$ cat src/rtl/pipe_skid_reg_pkg.sv
`default_nettype none
// ============================================================================
// Module      : pipe_skid_reg_pkg
// Description : Shared types and constants for the pipeline skid register:
//               occupancy state encoding, default exception-code width and
//               the exception-code values carried on the sideband.
// Revision    : 1.0 - initial release
// ============================================================================
package pipe_skid_reg_pkg;

    // Default width of the exception-code sideband
    localparam int EXC_W_DEFAULT = 5;

    // Occupancy of the register: nothing, main entry only, main + skid
    typedef enum logic [1:0] {
        EMPTY = 2'd0,
        ONE   = 2'd1,
        TWO   = 2'd2
    } state_t;

    // Exception-code values carried through unmodified with each beat
    localparam logic [EXC_W_DEFAULT-1:0] EXC_INT  = 5'd0;   // interrupt
    localparam logic [EXC_W_DEFAULT-1:0] EXC_MOD  = 5'd1;   // TLB modification
    localparam logic [EXC_W_DEFAULT-1:0] EXC_TLBL = 5'd2;   // TLB miss, load/fetch
    localparam logic [EXC_W_DEFAULT-1:0] EXC_TLBS = 5'd3;   // TLB miss, store
    localparam logic [EXC_W_DEFAULT-1:0] EXC_ADEL = 5'd4;   // address error, load/fetch
    localparam logic [EXC_W_DEFAULT-1:0] EXC_ADES = 5'd5;   // address error, store
    localparam logic [EXC_W_DEFAULT-1:0] EXC_IBE  = 5'd6;   // bus error, fetch
    localparam logic [EXC_W_DEFAULT-1:0] EXC_DBE  = 5'd7;   // bus error, data
    localparam logic [EXC_W_DEFAULT-1:0] EXC_SYS  = 5'd8;   // syscall
    localparam logic [EXC_W_DEFAULT-1:0] EXC_BP   = 5'd9;   // breakpoint
    localparam logic [EXC_W_DEFAULT-1:0] EXC_RI   = 5'd10;  // reserved instruction
    localparam logic [EXC_W_DEFAULT-1:0] EXC_CPU  = 5'd11;  // coprocessor unusable
    localparam logic [EXC_W_DEFAULT-1:0] EXC_OV   = 5'd12;  // arithmetic overflow
    localparam logic [EXC_W_DEFAULT-1:0] EXC_TR   = 5'd13;  // trap

endpackage
`default_nettype wire

$ cat src/rtl/sat_counter.sv
`default_nettype none
// ============================================================================
// Module      : sat_counter
// Description : Up-counter that advances by one when inc is high and sticks
//               at its all-ones maximum instead of wrapping.
// Revision    : 1.0 - initial release
// ============================================================================
module sat_counter #(
    parameter int CNT_W = 16
) (
    input  logic             clk,
    input  logic             reset,     // asynchronous, active-low
    input  logic             inc,
    output logic [CNT_W-1:0] count
);

    // Count up on inc, holding once the maximum value is reached
    always_ff @(posedge clk or negedge reset) begin
        if (!reset) begin
            count <= '0;
        end else if (inc && (count != {CNT_W{1'b1}})) begin
            count <= count + 1'b1;
        end
    end

endmodule
`default_nettype wire

$ cat src/rtl/pipe_skid_reg.sv
`default_nettype none
// ============================================================================
// Module      : pipe_skid_reg
// Description : Two-entry pipeline register with fully registered handshake.
//               A main entry drives the downstream beat; a skid entry absorbs
//               the one beat that can arrive after the downstream stalls.
//               Carries an exception code and a delay-slot flag with each
//               beat and counts back-pressure cycles.
// Revision    : 1.0 - initial release
// ============================================================================
module pipe_skid_reg
    import pipe_skid_reg_pkg::*;
#(
    parameter int DATA_W = 64,
    parameter int EXC_W  = EXC_W_DEFAULT,
    parameter int CNT_W  = 16
) (
    input  logic              clk,
    input  logic              reset,      // asynchronous, active-low
    input  logic              flush,

    input  logic              in_valid,
    output logic              in_ready,
    input  logic [DATA_W-1:0] in_data,
    input  logic [EXC_W-1:0]  in_exc,
    input  logic              in_bd,

    output logic              out_valid,
    input  logic              out_ready,
    output logic [DATA_W-1:0] out_data,
    output logic [EXC_W-1:0]  out_exc,
    output logic              out_bd,

    output logic [CNT_W-1:0]  stall_cnt
);

    // One entry is {data, exc, bd} packed into a single vector
    localparam int ENT_W = DATA_W + EXC_W + 1;

    state_t            state;
    state_t            state_nxt;
    logic [ENT_W-1:0]  main_q;
    logic [ENT_W-1:0]  main_nxt;
    logic [ENT_W-1:0]  skid_q;
    logic [ENT_W-1:0]  skid_nxt;
    logic [ENT_W-1:0]  in_ent;
    logic              accept;
    logic              take;

    // Handshake flags come straight from the state register, so neither
    // depends combinationally on in_valid or out_ready
    assign in_ready  = (state != TWO);
    assign out_valid = (state != EMPTY);

    // Vacated entries are zeroed, so the main entry reads 0 whenever empty
    assign {out_data, out_exc, out_bd} = main_q;

    assign in_ent = {in_data, in_exc, in_bd};
    assign accept = in_valid && in_ready;
    assign take   = out_valid && out_ready;

    // Next-state and entry updates; flush overrides every other event
    always_comb begin
        state_nxt = state;
        main_nxt  = main_q;
        skid_nxt  = skid_q;

        if (flush) begin
            state_nxt = EMPTY;
            main_nxt  = '0;
            skid_nxt  = '0;
        end else begin
            case (state)
                EMPTY: begin
                    if (accept) begin
                        main_nxt  = in_ent;
                        state_nxt = ONE;
                    end
                end
                ONE: begin
                    if (accept && take) begin
                        main_nxt  = in_ent;
                    end else if (accept) begin
                        skid_nxt  = in_ent;
                        state_nxt = TWO;
                    end else if (take) begin
                        main_nxt  = '0;
                        state_nxt = EMPTY;
                    end
                end
                TWO: begin
                    // in_ready is low here, so only a take can change things
                    if (take) begin
                        main_nxt  = skid_q;
                        skid_nxt  = '0;
                        state_nxt = ONE;
                    end
                end
                default: begin
                    state_nxt = EMPTY;
                    main_nxt  = '0;
                    skid_nxt  = '0;
                end
            endcase
        end
    end

    // State and entry registers
    always_ff @(posedge clk or negedge reset) begin
        if (!reset) begin
            state  <= EMPTY;
            main_q <= '0;
            skid_q <= '0;
        end else begin
            state  <= state_nxt;
            main_q <= main_nxt;
            skid_q <= skid_nxt;
        end
    end

    // Back-pressure counter: a beat is waiting but downstream is not ready
    sat_counter #(
        .CNT_W (CNT_W)
    ) u_stall_counter (
        .clk   (clk),
        .reset (reset),
        .inc   (out_valid && !out_ready),
        .count (stall_cnt)
    );

endmodule
`default_nettype wire
$ cat config.mk
export PLATFORM = sky130hd
export DESIGN_NAME = pipe_skid_reg
export DESIGN_NICKNAME = d
export VERILOG_FILES = /design/src/rtl/pipe_skid_reg_pkg.sv /design/src/rtl/sat_counter.sv /design/src/rtl/pipe_skid_reg.sv
export SDC_FILE = /design/constraint.sdc
export NUM_CORES = 1
export LEC_CHECK = 0
export ABC_AREA = 1
export CORE_UTILIZATION = 50
export CTS_BUF_LIST = sky130_fd_sc_hd__clkbuf_2
export CTS_CLUSTER_SIZE = 20
export DETAILED_ROUTE_END_ITERATION = 16
export GPL_TIMING_DRIVEN = 0
export PLACE_DENSITY = 0.81
export SETUP_SLACK_MARGIN = 0.4
export SYNTH_ARGS = -nofsm -noshare
export SYNTH_HDL_FRONTEND = slang
export SYNTH_SLANG_ARGS = --single-unit
$ cat constraint.sdc
create_clock -name clk -period 3.2 [get_ports clk]
set_input_delay 0.96 -clock clk [delete_from_list [all_inputs] [get_ports clk]]
set_output_delay 0.96 -clock clk [all_outputs]
set_load 0.01 [all_outputs]
# Word-level counts from Yosys, hierarchy flattened
# Cells that the tools add are included.
# op_classes
addsub	1
eq_ne	12
mux	17
n_reduce_logical	11
# ops
op	count
$mux 70	8
$pmux 70 s3	2
$add 16x1->16 const B	1
$ne 16x16->1 const B	1
$mux 2	6
$ne 3x3->1 const B	4
$ne 4x4->1 const B	3
$reduce_and 4->1	3
$pmux 2 s3	1
$logic_and 1x1->1	5
$ne 2x2->1 const B	2
$eq 2x1->1 const B	1
$eq 2x2->1 const B	1
$logic_not 2->1	1
$reduce_bool 2->1	1
$logic_not 1->1	1
# word_totals
register_bits	158
out_inout_bits	88
word_cells	45

# Longest topological paths before layout
# Gate-level depths: netlist of the first run.
# depth
depth_word	7
depth_mapped	9
depth_no_buf	8

# Hierarchy
# From an unflattened synthesis of the first run, not the netlist that was laid out.
# unflattened
cells_unflattened	1288
hier_area_um2	8707.1
# modules_own_cells
module	n_inst	cells_per_inst	area_each_um2
pipe_skid_reg	1	1141	7676.1
sat_counter	1	147	1031.0

# Worst setup path before layout of the first run
# OpenSTA, ideal clock, no wires.
# synth_path
path_type	input -> register
startpoint	input flush
endpoint	register skid_q[39]
setup_time_ps	121
arrival_time_ps	1943
required_time_ps	3079
setup_slack_ps	1136
stages	6
path_buffers	2
path_cell_list	nor3_4 -> nand3_1 -> nand3_1 -> buf_2 -> buf_2 -> o21ai_1
# synth_between
elab_chain_len	2
# synth_rtl
item	line	source
start, declared	pipe_skid_reg.sv:20	input logic flush,
$ne 3x3->1 (no line) or $ne 2x2->1 (tied branches)	n/a	
$reduce_and 4->1 (no line)	n/a	
end signal, assigned	pipe_skid_reg.sv:117	skid_q <= skid_nxt;
end, declared	pipe_skid_reg.sv:44	logic [ENT_W-1:0] skid_q;
# Parallel ways exist; a longest one is shown, timed or not.
# A chain may end at the register's enable or synchronous reset.

# Worst setup path after layout of the first run
# layout_path
startpoint	register u_stall_counter.count[11]
endpoint	output stall_cnt[11]
# layout_rtl
item	line	source
start, declared	sat_counter.sv:14	output logic [CNT_W-1:0] count
start signal, assigned	sat_counter.sv:22	count <= count + 1'b1;
end, declared	pipe_skid_reg.sv:34	output logic [CNT_W-1:0] stall_cnt
# No word-level cell between the ends.

==> results.txt, run 1 <==
Slowest cell on crit path - clkdlybuf4s50_1
VDD IR max - 0.280 mV
Yosys warnings - 0
crit end category - output pin
syn_area_per_cell - 7.79 um^2
vias in the first global route - 6,406
crit-path max FO - 6
Area Overhead vs Synth - 31.2%
Vias - 6,740
worst path cell trace - clkdlybuf4s50_1
layout cell share with drive strength beyond 1 - 0.0617
worst skew pair latency - 0.72 ns
port bufs - 162
Post-DP Area - 9090 um^2
cts bufs inserted - 17
final period utilization - 0.846
Filler cells - 1,203
DR vias/cell - 5.12
Post-CTS Hold Fix Bufs - 0
largest net degree at the start of global routing - 108
die height - 122 um
post-synthesis sequential area ratio - 0.548
count of different cell masters after synthesis - 18
CP startpoint kind - flop
cell area after synthesis - 7220 um^2
chip width - 122 um
CTS tree - yes
Layout Nets - 1,198
Final Wtd Congestion - 0.831
drt first pass iters - 5
Synth Flop Type - dfrtp_1
slowest stage delay, CP - 0.56 ns
drt wl/cell - 14.2 um
final setup fails - 0
dpl ws - -0.0601 ns
Top-Level Pins - 163
HP Class - in2async
RSZ-0062 raised after global routing - no
top-count cell post-synth - nand2_1
H-tree lvl count - 4
post-route antenna net violation count - 0
asr flop ratio synth - 1.00
Core Box Area - 14,000 um^2
top cells by area, synth - dfrtp_1, nand2_1, o21ai_0
crit path DAT - 1.75 ns
CP required - 2.24 ns
GR Util All Layers - 0.268
1st-iter DRT viols - 552
die area - 14,900 um^2
synthesized net count - 1,002
Core Rows - 43
crit-path leading delay family - buffers and inverters
Buffers & Inverters on Critical Path - 1
Final Critical Period - 2.71 ns
Fmax achieved - 369 MHz
DRC - 0
CTS Buffer Depth - 2
clk_skew - 0.0228 ns
static leakage - 3.97 nW
kind of critical path - reg2out
top post-synthesis cells by count - nand2_1, dfrtp_1, nor2_1, inv_1, o21ai_0
gr ovfl total - 0
clock sink count - 158
Root Driver - clkbuf_2
fin area - 9470 um^2
setup slack after layout - 0.493 ns
clk slew on worst S/H paths - 0.22 ns
initial antenna violation count - 1
pwr dens - 483 nW/um^2
WHS - 0.107 ns
Post-Route WL - 18,700 um
number of flops mapped to enable cells by yosys - 0
max-cap violations - 0
Final HPWL DP - 12,800 um
first-pass GRT wire length - 30,900 um
Gate Count Post-Synth - 926
post-synth top area cell - dfrtp_1
top cell type's share of synthesized area - 0.548
final slew viol count - 0
Slew @ Worst Pin - 0.782 ns
synthesized flop and latch total - 158
final hold vios - 0
initial core utilization - 0.516
Rel. slew slack - 0.479
status - finished clean
[state kept, by name (all words and copies together), names as in the netlist]
name                   flops
skid_q                    70
u_stall_counter.count     16
state                      2
main_q                    70
[cell usage in the layout (no fill, tap or decap), types with 2 or more instances in the layout]
cell	count
nand2_1	293
clkdlybuf4s50_1	159
dfrtp_1	152
nor2_1	91
inv_1	84
o21ai_0	77
a21oi_1	72
o21ai_1	70
clkbuf_1	39
clkbuf_2	19
buf_4	15
buf_2	12
nand3_1	8
nand4_1	6
dfrtp_2	6
xnor2_1	5
clkinv_2	4
clkinv_1	4
bufinv_16	3
xor2_1	2
clkinvlp_4	2
[cell families (layout without fill, tap and decap cells)]
group / count (synthesis) / after routing / synth area share
DFF: 158 / 158 / 0.548
adders and majority gates: 1 / 1 / 0.00173
xor gates and xnor gates: 7 / 7 / 0.00850
buffers and inverters: 138 / 347 / 0.0740
AOI/OAI and AO/OA: 221 / 221 / 0.154
and+or+nand+nor: 401 / 401 / 0.214
other: 0 / 1 / 0
[area by class of cell]
cell class,instances,area (um^2),share of cell area
diodes,1,2.50,0.000264
flip-flops and latches,158,3960,0.418
repair buffers,177,1750,0.185
well taps,180,225,0.0238
plain buffers,53,228,0.0240
inverters,85,319,0.0337
clock inverters,14,149,0.0157
multi-input cells,630,2740,0.290
clock buffers,18,90.1,0.00951
[metal layers]
layer	vias to the layer above	part of all wire	GRT usage	wire [um]
met3	31	0.066	0.0590	1230
met5	-	0	0	0
li1	3328	-	-	-
met1	3144	0.45	0.363	8360
met2	237	0.47	0.419	8720
met4	0	0.020	0.107	380
[power breakdown]
part	switching [mW]	leakage, nW	internal, mW
clock network	0.697	0.144	0.425
logic	0.615	1.71	0.517
registers	0.126	2.12	2.20
[final timing paths]
kind                                           start                  endpoint  slack [ns]  depth (start not counted)
max reg2reg                 u_stall_counter.count[0]  u_stall_counter.count[0]        0.76                         10
min in group clk                          main_q[53]                main_q[53]        0.51                          2
max                        u_stall_counter.count[11]             stall_cnt[11]        0.49                          1
min                                            reset                main_q[64]        0.11                          1
min reg2reg                               main_q[53]                main_q[53]        0.51                          2
max in group asynchronous                      reset                skid_q[29]        2.23                          2
[what timing repair did]
item                       CTS  global route
setup endpoints to repair   16             1
cloned                       0             0
pin swaps                    1             0
setup buffers               13             1
resized for setup           15             3
[stage by stage]
stage	utilization	power, mW	instances	setup TNS (ns)
final	0.677	4.58	1316	0
after CTS	0.676	4.61	1314	0
after detailed placement	0.650	3.45	1269	-1.37
after global placement	0.648	3.43	1268	-834.81
after floorplan	-	2.85	926	0
after global routing	0.677	4.83	1316	0
No activity file was read; power rests on OpenSTA's default activity.
==> run 2, diff against run 1 <==
--- a/config.mk
+++ b/config.mk
@@ -6,12 +6,12 @@
 export NUM_CORES = 1
 export LEC_CHECK = 0
 export ABC_AREA = 1
-export CORE_UTILIZATION = 50
+export CORE_UTILIZATION = 47
 export CTS_BUF_LIST = sky130_fd_sc_hd__clkbuf_2
 export CTS_CLUSTER_SIZE = 20
 export DETAILED_ROUTE_END_ITERATION = 16
 export GPL_TIMING_DRIVEN = 0
-export PLACE_DENSITY = 0.81
+export PLACE_DENSITY = 0.79
 export SETUP_SLACK_MARGIN = 0.4
 export SYNTH_ARGS = -nofsm -noshare
 export SYNTH_HDL_FRONTEND = slang
==> constraint.sdc (replaced) <==
create_clock -name clk -period 2.3 [get_ports clk]
set_input_delay 0.69 -clock clk [delete_from_list [all_inputs] [get_ports clk]]
set_output_delay 0.69 -clock clk [all_outputs]
set_load 0.01 [all_outputs]
==> run 2 against run 1 <==
  * The run now ends with negative setup slack left
  * Clock skew rose by 0.0016 ns
  * Final area grew 10%
  * Sequential share of layout area decreased by 3.9 points
  * Largest cell class unchanged
==> results.txt, run 2 (synthesis results as in run 1) <==
status - complete, but fails checks
violated checks - negative setup slack
initial core utilization - 0.489 (-0.0268)
drt wl/cell - 15.6 um (+9.9%)
Filler cells - 1,129 (-6.2%)
die height - 126 um (+3.1%)
Rel. slew slack - 0.491 (+0.0123)
final hold vios - 0 (unchanged)
H-tree lvl count - 4 (unchanged)
Top-Level Pins - 163 (unchanged)
crit end category - flop
CTS Buffer Depth - 2 (unchanged)
HP Class - in2async
final slew viol count - 0 (unchanged)
die area - 15,900 um^2 (+6.3%)
Fmax achieved - 425 MHz
Root Driver - clkbuf_2
CP startpoint kind - flop
dpl ws - -0.714 ns (-0.654 ns)
gr ovfl total - 0 (unchanged)
Fin Setup TNS - -0.0731 ns (-0.0731 ns)
Layout Nets - 1,287 (+7.4%)
chip width - 126 um (+3.1%)
post-route antenna net violation count - 0 (unchanged)
overall power - 7.22 mW (+58%)
port bufs - 162 (unchanged)
most frequent cells in the layout - nand2_1, dfrtp_1, nor2_1, buf_4, inv_1
Buffers & Inverters on Critical Path - 3 (+2)
critical path's most frequent cell - a21oi_1
Area Overhead vs Synth - 44.7%
CTS tree - yes
drt first pass iters - 7 (+2)
crit path DAT - 3.01 ns (+1.26 ns)
initial antenna violation count - 1 (unchanged)
final setup fails - 3 (+3)
layout cell share with drive strength beyond 1 - 0.247 (+0.185)
Core Rows - 44 (+2.3%)
pwr dens - 691 nW/um^2 (+43%)
clock sink count - 158 (unchanged)
RSZ-0062 raised after global routing - yes
setup slack after layout - -0.0536 ns (-0.546 ns)
Slew @ Worst Pin - 0.763 ns (-0.0185 ns)
Final HPWL DP - 13,000 um (+1.9%)
final period utilization - 1.02
Final Critical Period - 2.35 ns
crit-path max FO - 10 (+4)
fin area - 10,400 um^2 (+10%)
DR vias/cell - 5.16 (+0.66%)
Slowest cell on crit path - a21oi_1
cts bufs inserted - 17 (unchanged)
Core Box Area - 14,800 um^2 (+5.5%)
Post-DP Area - 9100 um^2 (about the same)
biggest regs - main_q: 70 flops, skid_q: 70 flops, u_stall_counter.count: 16 flops
first-pass GRT wire length - 33,400 um (+7.9%)
kind of critical path - reg2reg
1st-iter DRT viols - 746 (+35%)
clk_skew - 0.0244 ns (+0.00160 ns)
worst path cell trace - buf_6 -> buf_4 -> a21oi_1 -> clkbuf_1 -> a21oi_1 -> o21ai_0
clk slew on worst S/H paths - 0.23 ns (about the same)
WHS - 0.449 ns (+0.342 ns)
vias in the first global route - 6,709 (+4.7%)
GR Util All Layers - 0.266 (-0.00175)
slowest stage delay, CP - 0.59 ns (+0.03 ns)
Post-Route WL - 22,000 um (+18%)
Vias - 7,264 (+7.8%)
max-cap violations - 0 (unchanged)
largest net degree at the start of global routing - 81 (-25%)
commonest non-fill, non-tap cell in the layout - nand2_1
VDD IR max - 0.344 mV (+23%)
worst skew pair latency - 0.75 ns (+0.03 ns)
CP required - 2.96 ns (+0.72 ns)
Final Wtd Congestion - 0.834 (+0.37%)
DRC - 0 (unchanged)
static leakage - 4.88 nW (+23%)
crit-path leading delay family - compound AO/OA/AOI/OAI gates
-- run 2: cell types whose count changed in the layout (fill, tap and decap cells not counted), sizes merged, moves of 3 or more --
cell           change
buf              +169
clkdlybuf4s50     -86
clkbuf             +5
bufinv             +3
-- run 2: area by class of cell --
cell class / count / area [um^2] / area share
antenna: 1 / 2.50 / 0.000240
buffer: 53 / 392 / 0.0375
clock buffer: 17 / 85.1 / 0.00815
clock inverter: 15 / 244 / 0.0234
inverter: 85 / 319 / 0.0306
multi-input combinational: 630 / 2910 / 0.278
sequential: 158 / 3960 / 0.379
tap: 184 / 230 / 0.0220
timing repair buffer: 266 / 2300 / 0.221
-- run 2: worst register-to-register path: cells and delay by family, from the launching register on --
kind | cells | cell delay, ns
buffers and inverters | 3 | 0.78
flip-flops | 1 | 0.42
AO/OA/AOI/OAI | 3 | 1.05
-- run 2: path summary, 6_finish.rpt --
kind	startpoint	to	slack (ns)	cells after the start
worst max register to register	state[1]	main_q[41]	-0.05	6
worst min register to register	main_q[27]	main_q[27]	0.52	2
min in group clk	in_data[34]	skid_q[40]	0.49	3
max in group asynchronous	reset	main_q[12]	1.05	3
worst min-delay path	reset	skid_q[50]	0.45	2
worst max-delay path	state[1]	main_q[41]	-0.05	6
-- run 2: what timing repair did --
action                                 in CTS  in global routing
gates resized for setup                   411                107
setup endpoints to repair                 242                241
gates cloned                                0                  8
endpoints found under the hold margin      78                  0
pin swaps                                   3                  5
buffers inserted                           56                 38
hold buffers                                1                  0
-- run 2: per-layer routing --
metal | part of all wire | wire length (um) | global-route usage
met5 | 0 | 0 | 0
met3 | 0.065 | 1420 | 0.0569
met4 | 0.025 | 556 | 0.121
met2 | 0.49 | 10700 | 0.417
met1 | 0.42 | 9330 | 0.356
-- run 2: report_power, final --
part	switching, mW	internal (mW)	total (mW)
clock	1.04	0.930	1.97
combinational	1.04	0.976	2.01
sequential	0.175	3.06	3.24
-- run 2: metrics by stage --
stage | cells | util
floorplan | 926 | -
global placement | 1272 | 0.615
detailed placement | 1273 | 0.617
CTS | 1362 | 0.653
global route | 1409 | 0.708
finish | 1409 | 0.708
